<file path="config.mk">
export PLATFORM = sky130hd
export DESIGN_NAME = regfile_wb_arbiter_flat
export DESIGN_NICKNAME = d
export VERILOG_FILES = /design/src/rtl/regfile_wb_arbiter_if.sv /design/src/rtl/regfile_wb_arbiter.sv /design/src/flat_wrapper.sv
export SDC_FILE = /design/constraint.sdc
export NUM_CORES = 1
export LEC_CHECK = 0
export CORE_ASPECT_RATIO = 1.75
export CORE_MARGIN = 2
export CORE_UTILIZATION = 30
export CTS_BUF_LIST = sky130_fd_sc_hd__clkbuf_4 sky130_fd_sc_hd__clkbuf_8
export DETAILED_ROUTE_END_ITERATION = 8
export PLACE_DENSITY_LB_ADDON = 0.1
export SYNTH_ARGS = -nofsm -noshare
export SYNTH_HDL_FRONTEND = slang
export SYNTH_SLANG_ARGS = --single-unit
</file>
<file path="constraint.sdc">
create_clock -name clk -period 2.7 [get_ports clk]
set_input_delay 0.405 -clock clk [delete_from_list [all_inputs] [get_ports clk]]
set_output_delay 0.405 -clock clk [all_outputs]
set_load 0.005 [all_outputs]
</file>
<file path="src/rtl/regfile_wb_arbiter_if.sv">
// Writeback bus between the two requesters, the register file write port and decode hazard lookup.
// The slave modport is the arbiter side; the master modport drives the requests.
interface regfile_wb_arbiter_if #(
  parameter int unsigned DATA_WIDTH = 16,
  parameter int unsigned ADDR_WIDTH = 4
);
  logic                  AValid;
  logic                  AReady;
  logic [ADDR_WIDTH-1:0] AReg;
  logic [DATA_WIDTH-1:0] AData;
  logic                  BValid;
  logic                  BReady;
  logic [ADDR_WIDTH-1:0] BReg;
  logic [DATA_WIDTH-1:0] BData;
  logic                  WriteReg;
  logic [ADDR_WIDTH-1:0] DstReg;
  logic [DATA_WIDTH-1:0] DstData;
  logic [ADDR_WIDTH-1:0] SrcReg1;
  logic [ADDR_WIDTH-1:0] SrcReg2;
  logic                  Hazard1;
  logic                  Hazard2;
  logic                  Idle;

  modport slave (
    input  AValid, AReg, AData, BValid, BReg, BData, SrcReg1, SrcReg2,
    output AReady, BReady, WriteReg, DstReg, DstData, Hazard1, Hazard2, Idle
  );

  modport master (
    output AValid, AReg, AData, BValid, BReg, BData, SrcReg1, SrcReg2,
    input  AReady, BReady, WriteReg, DstReg, DstData, Hazard1, Hazard2, Idle
  );
endinterface

</file>
<file path="src/rtl/regfile_wb_arbiter.sv">
// Two-source register file writeback arbiter with per-source FIFOs and a pending-write scoreboard.
// Define RR_ARB_EN for round-robin arbitration; otherwise source B has fixed priority.
module regfile_wb_arbiter #(
  parameter int unsigned DATA_WIDTH = 16,
  parameter int unsigned ADDR_WIDTH = 4,
  parameter int unsigned FIFO_DEPTH = 2
) (
  input  logic                 clk,
  input  logic                 rst,
  regfile_wb_arbiter_if.slave  bus
);
  localparam int unsigned PTR_W    = $clog2(FIFO_DEPTH);
  localparam int unsigned PW1      = PTR_W + 1;
  localparam int unsigned NUM_REGS = 1 << ADDR_WIDTH;

  logic [ADDR_WIDTH-1:0] r_a_reg  [FIFO_DEPTH];
  logic [DATA_WIDTH-1:0] r_a_data [FIFO_DEPTH];
  logic [ADDR_WIDTH-1:0] r_b_reg  [FIFO_DEPTH];
  logic [DATA_WIDTH-1:0] r_b_data [FIFO_DEPTH];
  logic [PTR_W:0]        r_a_wr, r_a_rd, r_b_wr, r_b_rd;
  logic                  r_out_valid;
  logic [ADDR_WIDTH-1:0] r_out_reg;
  logic [DATA_WIDTH-1:0] r_out_data;
`ifdef RR_ARB_EN
  logic                  r_prefer_b;
`endif

  logic                  w_a_empty, w_b_empty, w_a_full, w_b_full;
  logic                  w_a_ready, w_b_ready, w_a_push, w_b_push;
  logic                  w_grant_a, w_grant_b;
  logic [PTR_W:0]        w_a_count, w_b_count;
  logic [NUM_REGS-1:0]   w_busy;

  // Extra pointer bit separates full from empty when the index bits match.
  assign w_a_empty = (r_a_wr == r_a_rd);
  assign w_b_empty = (r_b_wr == r_b_rd);
  assign w_a_full  = (r_a_wr[PTR_W] != r_a_rd[PTR_W]) && (r_a_wr[PTR_W-1:0] == r_a_rd[PTR_W-1:0]);
  assign w_b_full  = (r_b_wr[PTR_W] != r_b_rd[PTR_W]) && (r_b_wr[PTR_W-1:0] == r_b_rd[PTR_W-1:0]);
  assign w_a_count = r_a_wr - r_a_rd;
  assign w_b_count = r_b_wr - r_b_rd;

  assign w_a_ready = !rst && !w_a_full;
  assign w_b_ready = !rst && !w_b_full;
  assign w_a_push  = bus.AValid && w_a_ready && (bus.AReg != '0);
  assign w_b_push  = bus.BValid && w_b_ready && (bus.BReg != '0);

`ifdef RR_ARB_EN
  assign w_grant_a = !w_a_empty && (w_b_empty || !r_prefer_b);
`else
  assign w_grant_a = !w_a_empty && w_b_empty;
`endif
  assign w_grant_b = !w_b_empty && !w_grant_a;

  // FIFO storage, arbitration and the registered write stage.
  always_ff @(posedge clk) begin
    if (rst) begin
      r_a_wr      <= '0;
      r_a_rd      <= '0;
      r_b_wr      <= '0;
      r_b_rd      <= '0;
      r_out_valid <= 1'b0;
      r_out_reg   <= '0;
      r_out_data  <= '0;
`ifdef RR_ARB_EN
      r_prefer_b  <= 1'b0;
`endif
    end else begin
      if (w_a_push) begin
        r_a_reg[r_a_wr[PTR_W-1:0]]  <= bus.AReg;
        r_a_data[r_a_wr[PTR_W-1:0]] <= bus.AData;
        r_a_wr                      <= r_a_wr + PW1'(1);
      end
      if (w_b_push) begin
        r_b_reg[r_b_wr[PTR_W-1:0]]  <= bus.BReg;
        r_b_data[r_b_wr[PTR_W-1:0]] <= bus.BData;
        r_b_wr                      <= r_b_wr + PW1'(1);
      end
      if (w_grant_a) begin
        r_out_valid <= 1'b1;
        r_out_reg   <= r_a_reg[r_a_rd[PTR_W-1:0]];
        r_out_data  <= r_a_data[r_a_rd[PTR_W-1:0]];
        r_a_rd      <= r_a_rd + PW1'(1);
`ifdef RR_ARB_EN
        r_prefer_b  <= 1'b1;
`endif
      end else if (w_grant_b) begin
        r_out_valid <= 1'b1;
        r_out_reg   <= r_b_reg[r_b_rd[PTR_W-1:0]];
        r_out_data  <= r_b_data[r_b_rd[PTR_W-1:0]];
        r_b_rd      <= r_b_rd + PW1'(1);
`ifdef RR_ARB_EN
        r_prefer_b  <= 1'b0;
`endif
      end else begin
        r_out_valid <= 1'b0;
      end
    end
  end

  // A slot is occupied when its distance from the read index is below the count.
  always_comb begin
    w_busy = '0;
    if (r_out_valid) w_busy[r_out_reg] = 1'b1;
    for (int unsigned s = 0; s < FIFO_DEPTH; s++) begin
      if ({1'b0, PTR_W'(PTR_W'(s) - r_a_rd[PTR_W-1:0])} < w_a_count) w_busy[r_a_reg[s]] = 1'b1;
      if ({1'b0, PTR_W'(PTR_W'(s) - r_b_rd[PTR_W-1:0])} < w_b_count) w_busy[r_b_reg[s]] = 1'b1;
    end
  end

  assign bus.AReady   = w_a_ready;
  assign bus.BReady   = w_b_ready;
  assign bus.WriteReg = r_out_valid;
  assign bus.DstReg   = r_out_reg;
  assign bus.DstData  = r_out_data;
  assign bus.Hazard1  = w_busy[bus.SrcReg1] && (bus.SrcReg1 != '0);
  assign bus.Hazard2  = w_busy[bus.SrcReg2] && (bus.SrcReg2 != '0);
  assign bus.Idle     = w_a_empty && w_b_empty && !r_out_valid;
endmodule
</file>
<file path="src/flat_wrapper.sv">
// flat-port wrapper written by rule: the top's interface ports become plain ports
module regfile_wb_arbiter_flat 
#(
  parameter int unsigned DATA_WIDTH = 16,
  parameter int unsigned ADDR_WIDTH = 4,
  parameter int unsigned FIFO_DEPTH = 2
)
  (clk, rst, bus_AValid, bus_AReg, bus_AData, bus_BValid, bus_BReg, bus_BData, bus_SrcReg1, bus_SrcReg2, bus_AReady, bus_BReady, bus_WriteReg, bus_DstReg, bus_DstData, bus_Hazard1, bus_Hazard2, bus_Idle);
  regfile_wb_arbiter_if #(.DATA_WIDTH(DATA_WIDTH), .ADDR_WIDTH(ADDR_WIDTH)) bus_i ();
  input  logic clk;
  input  logic rst;
  input wire logic [$bits(bus_i.AValid)-1:0] bus_AValid;
  input wire logic [$bits(bus_i.AReg)-1:0] bus_AReg;
  input wire logic [$bits(bus_i.AData)-1:0] bus_AData;
  input wire logic [$bits(bus_i.BValid)-1:0] bus_BValid;
  input wire logic [$bits(bus_i.BReg)-1:0] bus_BReg;
  input wire logic [$bits(bus_i.BData)-1:0] bus_BData;
  input wire logic [$bits(bus_i.SrcReg1)-1:0] bus_SrcReg1;
  input wire logic [$bits(bus_i.SrcReg2)-1:0] bus_SrcReg2;
  output wire logic [$bits(bus_i.AReady)-1:0] bus_AReady;
  output wire logic [$bits(bus_i.BReady)-1:0] bus_BReady;
  output wire logic [$bits(bus_i.WriteReg)-1:0] bus_WriteReg;
  output wire logic [$bits(bus_i.DstReg)-1:0] bus_DstReg;
  output wire logic [$bits(bus_i.DstData)-1:0] bus_DstData;
  output wire logic [$bits(bus_i.Hazard1)-1:0] bus_Hazard1;
  output wire logic [$bits(bus_i.Hazard2)-1:0] bus_Hazard2;
  output wire logic [$bits(bus_i.Idle)-1:0] bus_Idle;
  assign bus_i.AValid = bus_AValid;
  assign bus_i.AReg = bus_AReg;
  assign bus_i.AData = bus_AData;
  assign bus_i.BValid = bus_BValid;
  assign bus_i.BReg = bus_BReg;
  assign bus_i.BData = bus_BData;
  assign bus_i.SrcReg1 = bus_SrcReg1;
  assign bus_i.SrcReg2 = bus_SrcReg2;
  assign bus_AReady = bus_i.AReady;
  assign bus_BReady = bus_i.BReady;
  assign bus_WriteReg = bus_i.WriteReg;
  assign bus_DstReg = bus_i.DstReg;
  assign bus_DstData = bus_i.DstData;
  assign bus_Hazard1 = bus_i.Hazard1;
  assign bus_Hazard2 = bus_i.Hazard2;
  assign bus_Idle = bus_i.Idle;
  regfile_wb_arbiter #(.DATA_WIDTH(DATA_WIDTH), .ADDR_WIDTH(ADDR_WIDTH), .FIFO_DEPTH(FIFO_DEPTH)) u_core (.clk(clk), .rst(rst), .bus(bus_i));
endmodule
</file>
# After elaboration in Yosys (flattened, before gate mapping)
# Memories as Yosys holds them, arrays and structs flattened. A register that Yosys moved wholly into a read port is not among the register bits.
# Cells that the tools add are included.
# classes
muxes,39
shifts,0
bitwise,5
addsub,10
order_cmp,16
n_div,0
n_reduce_logical,32
n_eq_ne,6
n_mul,0
# op_table
operator,count
$mux 16,7
$or 16x16->16,4
$lt 4x5->1 const B,7
$mux 1,23
$demux 1 s4,5
$ge 4x1->1 const B,5
$logic_and 1x1->1,19
$reduce_bool 4->1,4
$add 2x1->2 const B,4
$bmux 1 s4,2
$lt 1x2->1,4
$mux 4,2
$logic_not 1->1,7
$eq 2x2->1,2
$sub 1x1->1 const A,4
$sub 2x2->2,2
$eq 1x1->1,2
$ne 1x1->1,2
$reduce_and 2->1,1
$reduce_bool 2->1,1
$not 1->1,1
# totals
ramBits,80
romBits,0
in_bits,52
latch_bits,0
ff_bits,29
mem_count,4
# mem_list
memory,words,word_bits,read_ports,rd_ports_with_merged_regs,wr,line,rtl
u_core.r_a_data,2,16,1,1,1,regfile_wb_arbiter.sv:17,logic [DATA_WIDTH-1:0] r_a_data [FIFO_DEPTH];
u_core.r_b_data,2,16,1,1,1,regfile_wb_arbiter.sv:19,logic [DATA_WIDTH-1:0] r_b_data [FIFO_DEPTH];
u_core.r_a_reg,2,4,3,1,1,regfile_wb_arbiter.sv:16,logic [ADDR_WIDTH-1:0] r_a_reg [FIFO_DEPTH];
u_core.r_b_reg,2,4,3,1,1,regfile_wb_arbiter.sv:18,logic [ADDR_WIDTH-1:0] r_b_reg [FIFO_DEPTH];

# Logic depth before layout (Yosys ltp)
# depth
depth_word,16
mapped_depth,11

# Least setup slack after synthesis
# No wires, ideal clock.
# synth_path
kind,register to output
startpoint,register u_core.r_b_rd[1]
endpoint,output bus_Hazard1
path_slack_ps,38
t_arrival_ps,2257
path_buffers,0
required_ps,2295
stages_incl_launch_ff,10
path_cell_list,dfxtp_1 > xor2_1 > inv_1 > ha_1 > or3b_1 > o22ai_1 > nor3_1 > mux4_2 > or3_1 > o211ai_1
# synth_between
elab_chain_cells,10
# synth_lines
item,line,rtl
"start, declared",regfile_wb_arbiter.sv:20,"logic [PTR_W:0] r_a_wr, r_a_rd, r_b_wr, r_b_rd;"
"start signal, assigned",regfile_wb_arbiter.sv:90,r_b_rd <= r_b_rd + PW1'(1);
$sub 2x2->2 *,regfile_wb_arbiter.sv:40,assign w_b_count = r_b_wr - r_b_rd;
$lt 1x2->1,regfile_wb_arbiter.sv:106,"if ({1'b0, PTR_W'(PTR_W'(s) - r_b_rd[PTR_W-1:0])} < w_b_count) w_busy[r_b_reg[s]] = 1'b1;"
$mux 16,regfile_wb_arbiter.sv:106,
$or 16x16->16 (no line),--,
$mux 16,regfile_wb_arbiter.sv:105,"if ({1'b0, PTR_W'(PTR_W'(s) - r_a_rd[PTR_W-1:0])} < w_a_count) w_busy[r_a_reg[s]] = 1'b1;"
$or 16x16->16 (no line),--,
$mux 16 *,regfile_wb_arbiter.sv:106,
$bmux 1 s4 *,regfile_wb_arbiter.sv:115,assign bus.Hazard1 = w_busy[bus.SrcReg1] && (bus.SrcReg1 != '0);
$mux 1 (implied by the code) *,regfile_wb_arbiter.sv:115,
$logic_and 1x1->1 *,regfile_wb_arbiter.sv:115,
"end, declared",flat_wrapper.sv:25,output wire logic [$bits(bus_i.Hazard1)-1:0] bus_Hazard1;
# Every way passes the cells marked *; elsewhere a longest branch is shown, timed or not. The select of a mux whose other input is x is not followed.

# Worst setup path after layout
# layout_path
startpoint,register u_core.r_b_wr[1]
endpoint,output bus_Hazard1
# layout_between
elab_chain_cells,10
# layout_lines
item,line,rtl
"start, declared",regfile_wb_arbiter.sv:20,
"start signal, assigned",regfile_wb_arbiter.sv:76,r_b_wr <= r_b_wr + PW1'(1);
$sub 2x2->2 *,regfile_wb_arbiter.sv:40,
$lt 1x2->1,regfile_wb_arbiter.sv:106,
$mux 16,regfile_wb_arbiter.sv:106,
$or 16x16->16 (no line),--,
$mux 16,regfile_wb_arbiter.sv:105,
$or 16x16->16 (no line),--,
$mux 16 *,regfile_wb_arbiter.sv:106,
$bmux 1 s4 *,regfile_wb_arbiter.sv:115,
$mux 1 (implied by the code) *,regfile_wb_arbiter.sv:115,
$logic_and 1x1->1 *,regfile_wb_arbiter.sv:115,
# Marks and branches as above.

==> impl_metrics.yaml <==
power:
  leakage_nw: 2.57
  power_density_mw_per_mm2: 786
  p_total_mw: 5.80
  irDropWorstVdd_uv: 421
yosys:
  syn-num-nets: 516
  synth_compound_area_share_pct: 10.1
  synth_cell_types: 38
  synth_top_family_by_area: "simple AND/OR/NAND/NOR gates"
  synth-xor-area-share_pct: 1.53
  synthArstFlopShare_pct: 0
  synth-main-ff-cell: "edfxtp_1"
  ys_seq_elements: 111
  synth_edf_count: 80
  seq_area_frac_synth_pct: 58.8
  synth-simple-area-share_pct: 17.6
  synthAdderAreaFrac_pct: 1.46
  yosys_warnings: 0
  syn_inst: 458
  netlist_area_sq_mm: 0.00514
  avgSynthCellArea_sq_um: 11.2
  synth.area.mux_share_pct: 8.23
drt:
  remaining_drc_errors: 0
  wl_per_cell_um: 21.0
  drtPass1Iterations: 5
  via_per_inst: 4.97
  antenna_left: 0
  vias: 4266
  wl_um: 18000
  drt-initial-drc-count: 178
critical_path:
  endpoint_kind: "output pin"
  critical_path_class: "reg -> out"
  crit_slowest_cell: "nor3_1"
  cp_cell_sequence: "xor2_2, inv_2, ha_4, nor2_4, buf_2, nor3_1, nor4_2, a222oi_1, nand4_1, o211ai_1, buf_2"
  critPathArrivalTime_ns: 2.91
  crit_path_max_fanout: 5
  crit_required_ns: 2.30
  crit_top_cell: "buf_2"
  start_kind: "flop"
  slowest_delay_ns: 0.60
  path_buf_inv: 3
  cpLargestDelayFamily: "simple AND/OR/NAND/NOR gates"
run:
  maxCapViolCount: 0
cells_and_area:
  nFillCells: 1698
  regArea_sq_mm: 0.00303
  multi_input_area_sq_mm: 0.00226
  area_growth_pct: 43.7
  drive_gt1_share_pct: 26.5
  n_antenna_cell: 0
  finalNetCount: 684
clock_network:
  max-clock-path-buffers: 2
  cts_max_level: 3
  insertion_delay_ns: 0.37
  cts_root_buffer: "clkbuf_8"
  postCtsHoldBufs: 0
  cts.sinks: 111
  path_clk_slew_ns: 0.10
  cts_tree: "yes"
  numCtsBuffers: 9
global_route:
  antenna_found_initial: 0
  grt_max_degree: 44
  grt_pass1_wl_um: 26300
  use_met2_pct: 42.5
  met1_usage_pct: 17.8
  grt_pass1_vias: 4474
  met3_usage_pct: 2.61
  gr-total-overflow: 0
  grt_busiest_layer: "met2"
  grt_use_total_pct: 20.5
die:
  rows: 63
  chipWidth_um: 103
  die-area_sq_mm: 0.0182
  num_io_pins: 78
  core_sq_mm: 0.0169
  dieHeight_um: 177
  start_util_pct: 30.5
timing:
  worst_slew_pin_slew_ns: 0.892
  period_share_pct: 123
  slew_headroom_pct: 40.4
  setup_tns_ns: -1.06
  report.final.hold_viol_count: 0
  fmax_mhz: 301
  finalMaxSlewViolations: 0
  rsz0062_at_grt: "yes"
  setup_ws_ns: -0.618
  finalSetupViolCount: 2
  min_period_ns: 3.32
  fin_skew_ns: 0.0142
placement:
  place_ws_ns: -0.872
  post-dp-hpwl_um: 14100
  portBuffers: 77
  gp_congestion: 0.936
status:
  status: "complete, but fails checks"
  violations: "negative setup slack"
min_path:
  holdCritPathClass: "in -> reg"
==> power by group <==
group          switching (mW)  internal, mW  leakage (nW)
Sequential              0.185          2.08         0.993
Combinational            1.34          1.26          1.49
Clock                   0.520         0.415        0.0950
Total                    2.05          3.76          2.57
==> placed cells by master (no fill, tap or decap), drive strengths merged, types with 5 or more instances in the layout <==
cell and n:
clkdlybuf4s50 75, buf 101, nor3 28, o32ai 8, clkbuf 15, o22ai 16, a211oi 20, nor4 16
nor2 72, xnor2 5, a21oi 24, inv 12, edfxtp 80, ha 6, or3b 5, dfxtp 31
nand2b 15, nand2 16, mux2i 40
==> metal layers <==
layer  vias to the layer above  wire (um)
met1                      2060       5590
met5                         -          0
li1                       2054          -
met2                       117      10900
met3                        35        479
met4                         0        983
==> cells in the mapped netlist, types with 5 or more instances <==
cell | number | area, sq um
xnor2_1 | 5 | 43.8
nor3_1 | 28 | 140
a211oi_1 | 20 | 150
ha_1 | 6 | 75.1
mux2i_1 | 40 | 400
clkbuf_1 | 17 | 63.8
a21oi_1 | 24 | 120
nand2b_1 | 15 | 93.8
dfxtp_1 | 31 | 621
nor2_1 | 72 | 270
nand2_1 | 16 | 60.1
nor4_1 | 16 | 100
inv_1 | 12 | 45.0
o22ai_1 | 16 | 100
o32ai_1 | 8 | 70.1
edfxtp_1 | 80 | 2400
==> through the flow <==
stage | hold WS (ns) | util [%] | instance area [sq um] | instances
2_1_floorplan | 0.498 | - | 5140 | 458
3_3_place_gp | 0.589 | 40.9 | 6900 | 836
3_5_place_dp | 0.600 | 40.9 | 6900 | 836
4_1_cts | 0.583 | 43.5 | 7330 | 858
5_1_grt | 0.591 | 43.8 | 7380 | 858
6_report | 0.604 | 43.8 | 7380 | 858
==> area by class of cell <==
type                    count  share of cell area (%)
inverters                  12                   0.610
repair buffers            176                    21.5
clock buffers              15                    2.37
well taps                 227                    3.85
flip-flops and latches    111                    41.1
clock inverters             1                   0.102
multi-input cells         316                    30.6
==> path summary, 6_finish.rpt <==
check	to	cells past startpoint	from	slack [ns]
worst max register to register	u_core.r_a_data[1][12]	7	u_core.r_a_rd[0]	0.57
worst min register to register	u_core.r_a_wr[0]	3	u_core.r_a_wr[0]	0.62
worst max-delay path	bus_Hazard1	11	u_core.r_b_wr[1]	-0.62
worst min-delay path	u_core.r_a_data[0][15]	1	bus_AData[15]	0.60
==> worst register-to-register path: stages (launching register included) <==
cell     delay (ns)
dfxtp_1        0.35
buf_4          0.11
inv_1          0.05
ha_1           0.30
a21oi_1        0.27
and3_1         0.30
and2_1         0.25
buf_12         0.20
==> cell families (layout without fill, tap and decap cells) <==
kind of cell,after synthesis,after routing
and+or+nand+nor,182,182
DFF,111,111
AOI/OAI and AO/OA,78,78
muxes,41,41
buffers and inverters,31,204
xor gates and xnor gates,9,9
adders and majority gates,6,6
==> what timing repair did <==
item | in CTS | in global routing
resized for setup | 53 | 9
pin swaps | 15 | 2
setup endpoints to repair | 2 | 3
gates cloned | 1 | 0
endpoints found under the hold margin | 0 | 0
buffers inserted | 7 | 0
Power figures use the tool's default switching activity.
